### src/rtl/limber_gnrl_ramtdp_arb.sv
// ---------------------------------------------------------------------------
// limber_gnrl_ramtdp_arb
//
// Round-robin arbiter/sequencer that shares one true dual-port RAM
// (limber_gnrl_ramtdp) among NREQ requesters. Each cycle it grants up to two
// requests: the first on RAM port A and the next one, in circular order, on
// port B. It drives the RAM ports directly and tracks in-flight reads through
// a DLY-deep tag pipeline per port, so each read result is routed back to
// the requester that issued it. It holds no storage array of its own.
//
// Ports
//   clk, rst              clock; synchronous active-high reset
//   req_vld/we/addr/wdata per-requester request; requester i at slice i
//   req_rdy               request accepted this cycle (combinational)
//   rsp_vld/rsp_data      read response; rsp_data holds while rsp_vld is low
//   ram_cs                RAM chip select (any grant this cycle)
//   ram_addra/wa/dina     RAM port A address / write enable / write data
//   ram_addrb/wb/dinb     RAM port B address / write enable / write data
//   ram_douta/doutb       RAM read data, DLY cycles after the access
// ---------------------------------------------------------------------------
module limber_gnrl_ramtdp_arb #(
    parameter int NREQ = 4,
    parameter int DP   = 16,
    parameter int DW   = 32,
    parameter int AW   = 4,
    parameter int DLY  = 1
) (
    input  logic                 clk,
    input  logic                 rst,
    input  logic [NREQ-1:0]      req_vld,
    input  logic [NREQ-1:0]      req_we,
    input  logic [NREQ*AW-1:0]   req_addr,
    input  logic [NREQ*DW-1:0]   req_wdata,
    output logic [NREQ-1:0]      req_rdy,
    output logic [NREQ-1:0]      rsp_vld,
    output logic [NREQ*DW-1:0]   rsp_data,
    output logic                 ram_cs,
    output logic [AW-1:0]        ram_addra,
    output logic [AW-1:0]        ram_addrb,
    output logic                 ram_wa,
    output logic                 ram_wb,
    output logic [DW-1:0]        ram_dina,
    output logic [DW-1:0]        ram_dinb,
    input  logic [DW-1:0]        ram_douta,
    input  logic [DW-1:0]        ram_doutb
);

    localparam int IW = (NREQ > 2) ? $clog2(NREQ) : 1;
    localparam logic [IW:0] NREQ_W = (IW+1)'(NREQ);

    // Reject parameter sets the pointer/tag logic cannot represent.
    if (NREQ < 2 || NREQ > 8 || DLY < 1 || DP > (1 << AW)) begin : g_param_chk
        $error("limber_gnrl_ramtdp_arb: illegal parameter set");
    end

    // Reduce an index in 0..2*NREQ-2 back into 0..NREQ-1.
    function automatic logic [IW-1:0] wrap_idx(input logic [IW:0] v);
        logic [IW:0] r;
        if (v >= NREQ_W) begin
            r = v - NREQ_W;
        end else begin
            r = v;
        end
        return r[IW-1:0];
    endfunction

    logic [AW-1:0] addr_s     [NREQ];
    logic [DW-1:0] wdata_s    [NREQ];
    logic [DW-1:0] rsp_data_s [NREQ];
    logic [DW-1:0] rsp_data_r [NREQ];

    logic [IW-1:0] ptr_r;
    logic [IW-1:0] ptr_nxt_s;

    logic          gnt_a_s;
    logic [IW-1:0] gnt_a_idx_s;
    logic          gnt_b_raw_s;
    logic          gnt_b_s;
    logic [IW-1:0] gnt_b_idx_s;
    logic          wr_conflict_s;

    logic [DLY-1:0] tag_a_vld_r;
    logic [DLY-1:0] tag_b_vld_r;
    logic [IW-1:0]  tag_a_idx_r [DLY];
    logic [IW-1:0]  tag_b_idx_r [DLY];

    for (genvar gi = 0; gi < NREQ; gi++) begin : g_slice
        assign addr_s[gi]              = req_addr[gi*AW +: AW];
        assign wdata_s[gi]             = req_wdata[gi*DW +: DW];
        assign rsp_data[gi*DW +: DW]   = rsp_data_s[gi];
    end

    // Circular search from ptr: first valid requester -> port A, next -> port B.
    always_comb begin
        logic [IW-1:0] cand_v;
        cand_v      = '0;
        gnt_a_s     = 1'b0;
        gnt_a_idx_s = '0;
        gnt_b_raw_s = 1'b0;
        gnt_b_idx_s = '0;
        for (int k = 0; k < NREQ; k++) begin
            cand_v = wrap_idx({1'b0, ptr_r} + (IW+1)'(k));
            if (req_vld[cand_v] && !rst) begin
                if (!gnt_a_s) begin
                    gnt_a_s     = 1'b1;
                    gnt_a_idx_s = cand_v;
                end else if (!gnt_b_raw_s) begin
                    gnt_b_raw_s = 1'b1;
                    gnt_b_idx_s = cand_v;
                end else begin
                    gnt_b_raw_s = gnt_b_raw_s;
                end
            end else begin
                cand_v = cand_v;
            end
        end
    end

    // Two writes to one address in the same cycle would race inside the RAM,
    // so port B yields and retries next cycle.
    always_comb begin
        wr_conflict_s = 1'b0;
        if (gnt_a_s && gnt_b_raw_s) begin
            wr_conflict_s = req_we[gnt_a_idx_s] && req_we[gnt_b_idx_s] &&
                            (addr_s[gnt_a_idx_s] == addr_s[gnt_b_idx_s]);
        end else begin
            wr_conflict_s = 1'b0;
        end
        gnt_b_s = gnt_b_raw_s && !wr_conflict_s;
    end

    // Drive handshake and RAM ports from the final grants; zero when idle.
    always_comb begin
        req_rdy   = '0;
        ram_addra = '0;
        ram_wa    = 1'b0;
        ram_dina  = '0;
        ram_addrb = '0;
        ram_wb    = 1'b0;
        ram_dinb  = '0;
        if (gnt_a_s) begin
            req_rdy[gnt_a_idx_s] = 1'b1;
            ram_addra            = addr_s[gnt_a_idx_s];
            ram_wa               = req_we[gnt_a_idx_s];
            ram_dina             = wdata_s[gnt_a_idx_s];
        end else begin
            ram_wa = 1'b0;
        end
        if (gnt_b_s) begin
            req_rdy[gnt_b_idx_s] = 1'b1;
            ram_addrb            = addr_s[gnt_b_idx_s];
            ram_wb               = req_we[gnt_b_idx_s];
            ram_dinb             = wdata_s[gnt_b_idx_s];
        end else begin
            ram_wb = 1'b0;
        end
        ram_cs = gnt_a_s || gnt_b_s;
    end

    // Next pointer: one past the last granted index (port B when it won).
    always_comb begin
        if (gnt_b_s) begin
            ptr_nxt_s = wrap_idx({1'b0, gnt_b_idx_s} + (IW+1)'(1));
        end else if (gnt_a_s) begin
            ptr_nxt_s = wrap_idx({1'b0, gnt_a_idx_s} + (IW+1)'(1));
        end else begin
            ptr_nxt_s = ptr_r;
        end
    end

    // Round-robin pointer register.
    always_ff @(posedge clk) begin
        if (rst) begin
            ptr_r <= '0;
        end else begin
            ptr_r <= ptr_nxt_s;
        end
    end

    // Read tag pipelines: stage DLY-1 lines up with the RAM read data.
    always_ff @(posedge clk) begin
        if (rst) begin
            tag_a_vld_r <= '0;
            tag_b_vld_r <= '0;
            for (int s = 0; s < DLY; s++) begin
                tag_a_idx_r[s] <= '0;
                tag_b_idx_r[s] <= '0;
            end
        end else begin
            tag_a_vld_r[0] <= gnt_a_s && !req_we[gnt_a_idx_s];
            tag_a_idx_r[0] <= gnt_a_idx_s;
            tag_b_vld_r[0] <= gnt_b_s && !req_we[gnt_b_idx_s];
            tag_b_idx_r[0] <= gnt_b_idx_s;
            for (int s = 1; s < DLY; s++) begin
                tag_a_vld_r[s] <= tag_a_vld_r[s-1];
                tag_a_idx_r[s] <= tag_a_idx_r[s-1];
                tag_b_vld_r[s] <= tag_b_vld_r[s-1];
                tag_b_idx_r[s] <= tag_b_idx_r[s-1];
            end
        end
    end

    // Route returning read data to its requester; otherwise hold the last word.
    // A requester owns at most one port per acceptance cycle, so A and B never
    // target the same requester in one cycle.
    always_comb begin
        rsp_vld = '0;
        for (int i = 0; i < NREQ; i++) begin
            rsp_data_s[i] = rsp_data_r[i];
            if (!rst && tag_a_vld_r[DLY-1] && (tag_a_idx_r[DLY-1] == IW'(i))) begin
                rsp_vld[i]    = 1'b1;
                rsp_data_s[i] = ram_douta;
            end else if (!rst && tag_b_vld_r[DLY-1] && (tag_b_idx_r[DLY-1] == IW'(i))) begin
                rsp_vld[i]    = 1'b1;
                rsp_data_s[i] = ram_doutb;
            end else begin
                rsp_data_s[i] = rsp_data_r[i];
            end
        end
    end

    // Response data holding register.
    always_ff @(posedge clk) begin
        for (int i = 0; i < NREQ; i++) begin
            if (rst) begin
                rsp_data_r[i] <= '0;
            end else begin
                rsp_data_r[i] <= rsp_data_s[i];
            end
        end
    end

endmodule

### config.mk
export PLATFORM = sky130hd
export DESIGN_NAME = limber_gnrl_ramtdp_arb
export DESIGN_NICKNAME = d
export VERILOG_FILES = /design/src/rtl/limber_gnrl_ramtdp_arb.sv
export SDC_FILE = /design/constraint.sdc
export NUM_CORES = 1
export LEC_CHECK = 0
export CAP_MARGIN = 10
export CORE_AREA = 3 3 167 169
export CTS_CLUSTER_DIAMETER = 200
export DETAILED_ROUTE_END_ITERATION = 10
export DIE_AREA = 0 0 170 172
export PLACE_DENSITY = 0.7
export RECOVER_POWER = 50
export SYNTH_ARGS = -nofsm -noshare
export SYNTH_HDL_FRONTEND = slang
export SYNTH_SLANG_ARGS = --single-unit
export TNS_END_PERCENT = 5
### constraint.sdc
create_clock -name clk -period 6.2 [get_ports clk]
set_clock_uncertainty 0.2 [all_clocks]
set_input_delay 1.24 -clock clk [delete_from_list [all_inputs] [get_ports clk]]
set_output_delay 1.24 -clock clk [all_outputs]
set_load 0.01 [all_outputs]
==> run_results.csv, run 1 <==
group,metric,value,unit
drt,avgRoutedWirePerCell,22.00,um
cts,cts.sinks,136,
global_route,grt.overflow.total,0,
setup_path,critPathLaunch,"req_vld[1]",
run,max_cap_viol_count,1,
die,core_area,0.02673,mm^2
die,pin_count,429,
drt,drt_pass1_iterations,5,
setup_path,critical_path.endpoint,"req_rdy[0]",
global_route,grt_pass1_vias,9966,
power_and_ir_drop,power_frac_comb,57.5,%
drt,drcViolationCount,0,
die,die_area,0.02924,mm^2
sta,min_period,6137,ps
finish,fin_util,57.94,%
yosys,syn-instance-count,1047,
setup_path,reg2reg_to,"ptr_r[1]",
placement,dpl_cell_area,0.01473,mm^2
setup_path,rr_worst_depth,15,
drt,vias,9793,
power_and_ir_drop,netSwitchingFraction,35.94,%
cts,clk_pin_slew_worst_paths,60,ps
yosys,ys_warn_count,0,
global_route,antenna_found_initial,11,
min_path,worst_hold_path_type,"reg -> reg",
setup_path,worstPathRequired,4760,ps
yosys,ys.flop_type,"dfxtp_1",
setup_path,worstPathMaxFanout,18,
sta,slew_violations,129,
finish,fin_area,0.01548,mm^2
power_and_ir_drop,p_int,3090,uW
global_route,grt_pass1_wl,60.29,mm
yosys,synth-edff-count,0,
power_and_ir_drop,peakVddDrop,0.0002176,V
setup_path,regToRegStartpoint,"ptr_r[0]",
sta,worst_slack,62.87,ps
sta,fin_crit_sh,98.99,%
finish,nets,1721,
finish,drive_gt1_share,17.64,%
yosys,synthesis.nets,1267,
power_and_ir_drop,powerDensity,311.5,mW/mm^2
cts,clock_latency,410,ps
setup_path,worstSetupEndpointType,"primary output",
cts,cts-root-buf,"clkbuf_16",
sta,final_hold_viol_count,0,
power_and_ir_drop,power.share.sequential,20.9,%
run_status,violations,"capacitance limit, slew limit",
sta,holdWs,481.6,ps
setup_path,arrival,4700,ps
cts,cts_made_buffers,17,
cts,clk_path_buf_depth,2,
placement,place_ws,-346.7,ps
yosys,ys_seq_elements,136,
finish,syn2layout_area_growth,64.44,%
placement,port_buffers,428,
die,initial_core_util,35.23,%
yosys,synth_area,0.009417,mm^2
cts,cts-htree-levels,4,
power_and_ir_drop,clockPowerShare,21.6,%
power_and_ir_drop,power.switching,1734,uW
drt,vias_per_cell,5.251,
sta,rsz0062_at_grt,"yes",
placement,dp_hpwl,31.00,mm
die,num_rows,60,
sta,tightest_slew,2120,ps
yosys,async_flop_share,0,%
yosys,synth.avg_cell_area,8.994,um^2
run_status,status,"finished with violations",
die,fp.dieH,172,um
yosys,ys_types,54,
yosys,ys_seq_area_share,28.91,%
placement,routabilityCongestion,0.9598,
die,chipWidth,170,um
drt,drt_first_iter_violations,497,
power_and_ir_drop,cellLeakagePower,0.005824,uW
setup_path,r2r_slack,2320,ps
sta,setup_viol,0,
cts,cts_tree,"done",
drt,ant_nets,0,
setup_path,cp-start-kind,"input pin",
drt,wl,41.04,mm
sta,fmax,162.9,MHz
global_route,grt_max_degree,129,
setup_path,critical_path_class,"in -> out",
sta,slew_headroom,-41.31,%
global_route,grt.total_usage,26.90,%
[power by group through the flow]
stage          Sequential [uW]  Clock [uW]  Combinational (uW)
2_1_floorplan             1010           0                1460
3_3_place_gp              1020           0                2710
3_5_place_dp              1030           0                2710
4_1_cts                   1010        1060                2750
5_1_grt                   1020        1100                2960
6_report                  1010        1040                2770
[cell families after synthesis]
family                     share of synthesized area [%]
buffers and inverters                              4.571
DFF                                                28.91
xor gates and xnor gates                          0.3721
adders and majority gates                         0.2657
and+or+nand+nor                                    22.61
muxes                                              32.89
AOI/OAI and AO/OA                                  10.38
[worst max-delay path: stages]
cell,delay (ps)
clkdlybuf4s50_1,420
buf_4,210
nand2b_1,170
mux4_2,480
o32ai_2,200
o21a_1,140
a41o_2,130
mux2_2,370
xor2_1,150
or3_4,350
o21ai_4,180
buf_12,170
clkbuf_16,170
o31ai_1,60
clkdlybuf4s15_1,250
[how the worst min path moves through the flow]
stage | end | slack (ps) | startpoint | depth (start not counted)
finish | rsp_data_r[1][47] | 480 | rsp_data_r[1][47] | 3
global route | rsp_data_r[1][34] | 520 | rsp_data_r[1][34] | 3
CTS | rsp_data_r[1][47] | 490 | rsp_data_r[1][47] | 3
detailed placement | rsp_data_r[0][35] | 470 | rsp_data_r[0][35] | 3
global placement | rsp_data_r[1][48] | 460 | rsp_data_r[1][48] | 3
floorplan | rsp_data_r[1][32] | 520 | rsp_data_r[1][32] | 3
[cell type report]
cell class              instances  area (um^2)
multi-input cells             808         6361
flip-flops and latches        136         2723
clock buffers                  19        442.9
clock inverters                13        158.9
repair buffers                529         5311
inverters                       9        36.28
well taps                     341        426.7
fillers                      2304        11240
diodes                         10        25.02
[layout by cell type (no fill, tap or decap), types with 5 or more instances in the layout]
master / n
a21oi_1: 41
and2_0: 29
and2_1: 135
buf_12: 21
buf_4: 69
clkbuf_16: 19
clkbuf_2: 23
clkdlybuf4s15_2: 7
clkdlybuf4s50_1: 383
dfxtp_1: 136
diode_2: 10
dlygate4sd2_1: 9
inv_1: 5
inv_6: 5
mux2_2: 6
mux2i_1: 146
mux4_2: 68
nand2_1: 120
nand2b_1: 7
nand3_1: 8
nor2_1: 45
nor2b_1: 34
o21ai_0: 101
[cells in the mapped netlist, types with 6 or more instances]
master / number / area share, %
and2_1: 164 / 11
mux2i_1: 146 / 16
dfxtp_1: 136 / 29
nand2_1: 120 / 4.8
o21ai_0: 102 / 5.4
clkbuf_1: 69 / 2.8
mux4_2: 68 / 16
nor2_1: 45 / 1.8
a21oi_1: 41 / 2.2
nor2b_1: 34 / 2.3
buf_2: 18 / 0.96
nand2b_1: 9 / 0.60
nand3_1: 8 / 0.43
inv_1: 7 / 0.28
mux2_2: 7 / 0.84
nor3_1: 6 / 0.32
[flip-flops by register name (all words and copies together), names as in the netlist]
| name | flops |
|---|---|
| ptr_r | 2 |
| rsp_data_r | 128 |
| tag_a_idx_r | 2 |
| tag_a_vld_r | 1 |
| tag_b_idx_r | 2 |
| tag_b_vld_r | 1 |
[per-layer routing]
layer  vias up  part of all wire (%)  global-route usage (%)
met5         -                 0.012                       0
met4         2                   4.1                   10.62
met3        74                   6.9                   5.510
met2       430                    50                   48.68
met1      4670                    39                   31.28
li1       4617                     -                       -
[timing repair]
action | 4_1_cts | 5_1_grt
resized for setup | 70 | 57
setup buffers | 5 | 1
gates cloned | 2 | 2
hold buffers | 0 | 0
pin swaps | 4 | 8
setup endpoints to repair | 42 | 54
[through the flow]
| stage | TNS, ps | power [uW] | std cells |
|---|---|---|---|
| finish | 0 | 4824 | 1865 |
| global route | -407.4 | 5076 | 1864 |
| CTS | -48.93 | 4819 | 1852 |
| detailed placement | -11380 | 3738 | 1813 |
| global placement | -9652 | 3739 | 1813 |
| floorplan | 0 | 2473 | 1047 |
Power figures use the tool's default switching activity.
==> inputs of run 2 (changes only) <==
Settings changed: SKIP_LAST_GASP set to 1.
==> run 2 against run 1 <==
The flow finishes with violations (capacitance limit, slew limit, setup timing). Setup slack worse by 67 ps. Routed wire length is 1.2% lower. Core utilization is 0.14 points lower. Clock power about the same. Critical path depth up 3.
==> run_results.csv, run 2 (synthesized netlist as in run 1, its figures left out) <==
group,metric,value,unit
run_status,status,"finished with violations",
run_status,violations,"capacitance limit, slew limit, setup timing",
setup_path,arrival,4760,ps
drt,drt_pass1_iterations,4,
sta,tns,-10.36,ps
power_and_ir_drop,clockPowerShare,21.7,%
power_and_ir_drop,peakVddDrop,0.0002159,V
die,fp.dieH,172,um
sta,slew_violations,129,
cts,clk_path_buf_depth,2,
cts,clock_latency,410,ps
finish,fin_area,0.01545,mm^2
finish,regMostFlops,"rsp_data_r",
global_route,grt.total_usage,26.90,%
die,pin_count,429,
global_route,grt_pass1_wl,60.29,mm
drt,ant_nets,0,
die,num_rows,60,
cts,ctsHoldBuffers,0,
cts,cts_tree,"done",
finish,nets,1718,
setup_path,worstSetupEndpointType,"primary output",
drt,avgRoutedWirePerCell,21.79,um
power_and_ir_drop,powerDensity,310.5,mW/mm^2
drt,drcViolationCount,0,
drt,wl,40.56,mm
finish,largest_reg_flops,128,
drt,vias_per_cell,5.239,
placement,post-place-cells,1813,
finish,most-common-layout-cells,"clkdlybuf4s50_1 (383), and2_1 (156), mux2i_1 (146)",
drt,drt_first_iter_violations,501,
placement,routabilityCongestion,0.9598,
cts,cts.sinks,136,
placement,dp_hpwl,31.00,mm
global_route,grt_max_degree,129,
finish,fin_util,57.80,%
power_and_ir_drop,power.switching,1723,uW
min_path,worst_hold_path_type,"reg -> reg",
sta,final_hold_viol_count,0,
cts,cts-htree-levels,4,
run,max_cap_viol_count,1,
die,chipWidth,170,um
die,initial_core_util,35.23,%
cts,clk_pin_slew_worst_paths,60,ps
power_and_ir_drop,netSwitchingFraction,35.92,%
placement,port_buffers,428,
power_and_ir_drop,power_frac_comb,57.3,%
sta,setup_viol,4,
power_and_ir_drop,cellLeakagePower,0.005872,uW
finish,final_common_cell,"clkdlybuf4s50_1",
setup_path,worstPathRequired,4760,ps
finish,final-instance-count-excl-fill,1861,
setup_path,cp-start-kind,"input pin",
setup_path,worstPathMaxFanout,17,
sta,slew_headroom,-39.00,%
sta,rsz0062_at_grt,"yes",
die,die_area,0.02924,mm^2
power_and_ir_drop,power.share.sequential,21.1,%
sta,tightest_slew,2085,ps
cts,cts-root-buf,"clkbuf_16",
die,core_area,0.02673,mm^2
sta,min_period,6204,ps
sta,worst_slack,-4.454,ps
global_route,grt_pass1_vias,9966,
placement,dpl_cell_area,0.01473,mm^2
placement,place_ws,-346.7,ps
global_route,grt.overflow.total,0,
power_and_ir_drop,p_int,3074,uW
finish,drive_gt1_share,15.95,%
sta,fin_crit_sh,100.1,%
finish,syn2layout_area_growth,64.06,%
global_route,antenna_found_initial,11,
cts,cts_made_buffers,17,
setup_path,critical_path_class,"in -> out",
sta,fmax,161.2,MHz
drt,vias,9750,
run 2: cell count changes in the layout (fill, tap and decap cells not counted), sizes merged:
cell | before | now
clkbuf | 45 | 21
dlygate4sd2 | 9 | 32
clkdlybuf4s15 | 10 | 5
buf | 99 | 102
diode | 10 | 9
run 2: layout make-up:
type	count	area [um^2]
Tap cell	341	426.7
Multi-Input combinational cell	808	6355
Antenna cell	9	22.52
Timing Repair Buffer	526	5284
Clock inverter	13	158.9
Clock buffer	19	442.9
Fill cell	2323	11280
Inverter	9	36.28
Sequential cell	136	2723
run 2: critical path, stage by stage:
cell and delay [ps]:
clkdlybuf4s50_1 480, mux2i_1 90, o22a_1 210, buf_4 150
buf_4 130, nor4_1 470, a211oi_2 160, inv_4 110
buf_4 180, mux2i_1 100, mux2_2 280, xnor2_1 170
nand3_1 150, o21ai_4 170, buf_12 150, buf_16 160
nor2b_1 60, dlygate4sd2_1 280
run 2: power groups by stage:
stage / Combinational (uW) / Clock [uW] / Sequential [uW]
6_report: 2750 / 1040 / 1010
5_1_grt: 2930 / 1100 / 1020
4_1_cts: 2750 / 1060 / 1010
3_5_place_dp: 2710 / 0 / 1030
3_3_place_gp: 2710 / 0 / 1020
2_1_floorplan: 1460 / 0 / 1010
run 2: metrics by stage:
stage,power [uW],hold WS [ps]
2_1_floorplan,2473,516.0
3_3_place_gp,3739,461.2
3_5_place_dp,3738,470.8
4_1_cts,4820,487.3
5_1_grt,5048,516.6
6_report,4796,481.7
run 2: per-layer routing:
metal	vias to the layer above	part of all wire, %	global-route usage, %
met2	441	50	48.68
met4	2	4.0	10.62
li1	4602	-	-
met1	4633	39	31.28
met3	72	6.8	5.510
met5	-	0.012	0
run 2: final timing paths:
kind | start | end | slack, ps | depth (start not counted)
worst max-delay path | req_vld[1] | ram_dinb[22] | -4 | 18
worst min-delay path | rsp_data_r[1][47] | rsp_data_r[1][47] | 480 | 3
worst max register to register | ptr_r[0] | ptr_r[1] | 2340 | 15
worst min register to register | rsp_data_r[1][47] | rsp_data_r[1][47] | 480 | 3
run 2: repair_timing:
action | CTS | global route
gates cloned | 2 | 0
gates resized for setup | 68 | 12
pin swaps | 4 | 8
setup endpoints to repair | 42 | 54
setup buffers | 5 | 0
==> inputs of run 3 (changes only) <==
Settings changed: CORE_AREA 3 3 167 169 to 3 3 165 167, CTS_BUF_LIST set to sky130_fd_sc_hd__clkbuf_4, DIE_AREA 0 0 170 172 to 0 0 168 170, PLACE_DENSITY 0.7 to 0.74.
Clock period 6.2 ns to 5.43 ns, I/O delays scaled along.
==> run 3 against run 2 <==
The flow still finishes with violations (capacitance limit, slew limit, setup timing). Setup slack got worse by 220 ps. Register-to-register slack worse by 1100 ps. Combinational power up 20%. Sequential cell count did not move. Power up 6.4%. Cell area increased by 0.87%. Sequential share of layout area fell by 0.15 points. Clock-buffer cell count is 2 lower.
==> run_results.csv, run 3 (synthesized netlist as in run 1, its figures left out) <==
group,metric,value,unit
finish,most-common-layout-cells,"clkdlybuf4s50_1 (382), and2_1 (164), mux2i_1 (145)",
drt,vias_per_cell,5.335,
setup_path,cp_num_buf_inv,8,
setup_path,crit_chain,"buf_8 > or2_1 > o22a_1 > inv_2 > ha_4 > nand2b_4 > a31oi_4 > a211o_1 > o22ai_2 > a211oi_4 > mux2_4 > xor2_1 > or3_4 > o21ai_4 > buf_12 > buf_12 > buf_8 > buf_12 > buf_6 > nor2b_1 > buf_2",
run_status,status,"finished with violations",
die,pin_count,429,
placement,port_buffers,428,
placement,post-place-cells,1834,
cts,cts.sinks,136,
setup_path,worstPathMaxFanout,5,
global_route,grt_pass1_wl,62.05,mm
setup_path,crit_top_cell,"buf_12",
drt,wl_met2,21.00,mm
sta,setup_viol,42,
setup_path,max_stage_delay,350,ps
drt,ant_nets,0,
setup_path,worstSetupEndpointType,"primary output",
drt,wl_met3,3.038,mm
sta,tns,-6807,ps
drt,avgRoutedWirePerCell,21.93,um
global_route,grt.total_usage,28.09,%
sta,slew_headroom,-37.21,%
power_and_ir_drop,peakVddDrop,0.0001849,V
cts,cts_tree,"done",
global_route,grt_pass1_vias,10180,
setup_path,arrival,4370,ps
cts,cts_made_buffers,17,
finish,syn2layout_area_growth,65.49,%
global_route,grt.overflow.total,0,
finish,fillers,2215,
cts,cts-root-buf,"clkbuf_4",
setup_path,slowest_stage,"or3_4",
drt,drt_first_iter_violations,575,
run_status,violations,"capacitance limit, slew limit, setup timing",
finish,regMostFlops,"rsp_data_r",
setup_path,cp-start-kind,"input pin",
drt,drt_pass1_iterations,5,
placement,dp_hpwl,31.78,mm
finish,largest_reg_flops,128,
setup_path,worstPathRequired,4140,ps
die,fp.dieH,170,um
power_and_ir_drop,powerDensity,327.4,mW/mm^2
setup_path,crit_family,"compound AO/OA/AOI/OAI gates",
finish,final-instance-count-excl-fill,1907,
sta,slew_violations,129,
drt,vias,10170,
cts,clk_path_buf_depth,2,
global_route,antenna_found_initial,22,
placement,routabilityCongestion,0.9340,
sta,worst_slack,-223.7,ps
sta,tightest_slew,2058,ps
finish,final_common_cell,"clkdlybuf4s50_1",
drt,met1_length,15.73,mm
cts,clk_pin_slew_worst_paths,130,ps
drt,wl,41.82,mm
sta,holdWs,499.4,ps
finish,drive_gt1_share,19.88,%
drt,top_layer,"met5",
die,core_area,0.02591,mm^2
die,num_rows,59,
power_and_ir_drop,cellLeakagePower,0.006005,uW
finish,fin_area,0.01558,mm^2
sta,fmax,176.9,MHz
setup_path,critical_path_class,"in -> out",
sta,final_hold_viol_count,0,
die,initial_core_util,36.34,%
cts,clock_latency,530,ps
sta,rsz0062_at_grt,"yes",
die,die_area,0.02856,mm^2
sta,fin_crit_sh,104.1,%
drt,drcViolationCount,0,
die,chipWidth,168,um
min_path,worst_hold_path_type,"reg -> reg",
run,max_cap_viol_count,1,
finish,fin_util,60.14,%
finish,nets,1761,
global_route,grt_max_degree,129,
cts,cts-htree-levels,4,
sta,min_period,5654,ps
placement,dpl_cell_area,0.01495,mm^2
[run 3: through the flow]
step,worst slack (ps),power (uW)
6_report,-223.7,5102
5_1_grt,-296.5,5369
4_1_cts,-153.8,5112
3_5_place_dp,-858.5,4287
3_3_place_gp,-739.8,4279
2_1_floorplan,22.10,2823
[run 3: final cells by class]
class / count / area [um^2] / share of cell area (%)
antenna: 18 / 45.04 / 0.2890
timing repair buffer: 569 / 5684 / 36.48
sequential: 136 / 2723 / 17.47
multi-input combinational: 808 / 6414 / 41.16
clock buffer: 17 / 127.6 / 0.8189
tap: 335 / 419.2 / 2.690
clock inverter: 15 / 135.1 / 0.8671
inverter: 9 / 36.28 / 0.2328
[run 3: path summary, 6_finish.rpt]
kind                                   startpoint                end  slack (ps)  cells past startpoint
worst max register to register           ptr_r[0]           ptr_r[0]        1260                     22
worst min-delay path            rsp_data_r[0][35]  rsp_data_r[0][35]         500                      3
worst max-delay path                          rst       ram_dinb[30]        -220                     21
worst min register to register  rsp_data_r[0][35]  rsp_data_r[0][35]         500                      3
[run 3: report_power, final]
part | switching (uW) | internal [uW] | leakage, uW
clock network | 443 | 201 | 0.000140
registers | 49.5 | 1100 | 0.00110
logic | 1500 | 1810 | 0.00476
total | 1990 | 3110 | 0.00601
[run 3: what timing repair did]
item	CTS	global route
pin swaps	16	5
endpoints found under the setup margin	74	68
resized for setup	173	4
gates cloned	7	0
hold buffers	0	0
setup buffers	15	1
[run 3: worst register-to-register path: stages, from the launching register on]
cell and delay [ps]:
dfxtp_1 410, buf_4 300, inv_1 230, ha_4 240
nand2b_4 80, a31oi_4 30, a211o_1 250, o22ai_2 180
a211oi_4 110, buf_6 160, buf_6 130, nand3_1 70
o21ai_1 90, or3_4 410, o21ai_4 180, buf_12 130
buf_12 100, buf_8 120, buf_12 140, buf_6 100
buf_4 90, buf_4 90, mux2i_1 240
[run 3: per-layer routing]
metal  vias up  GRT usage (%)
met2       472          48.97
li1       4712              -
met4         2          14.80
met1      4893          31.84
met5         -              0
met3        94          7.015
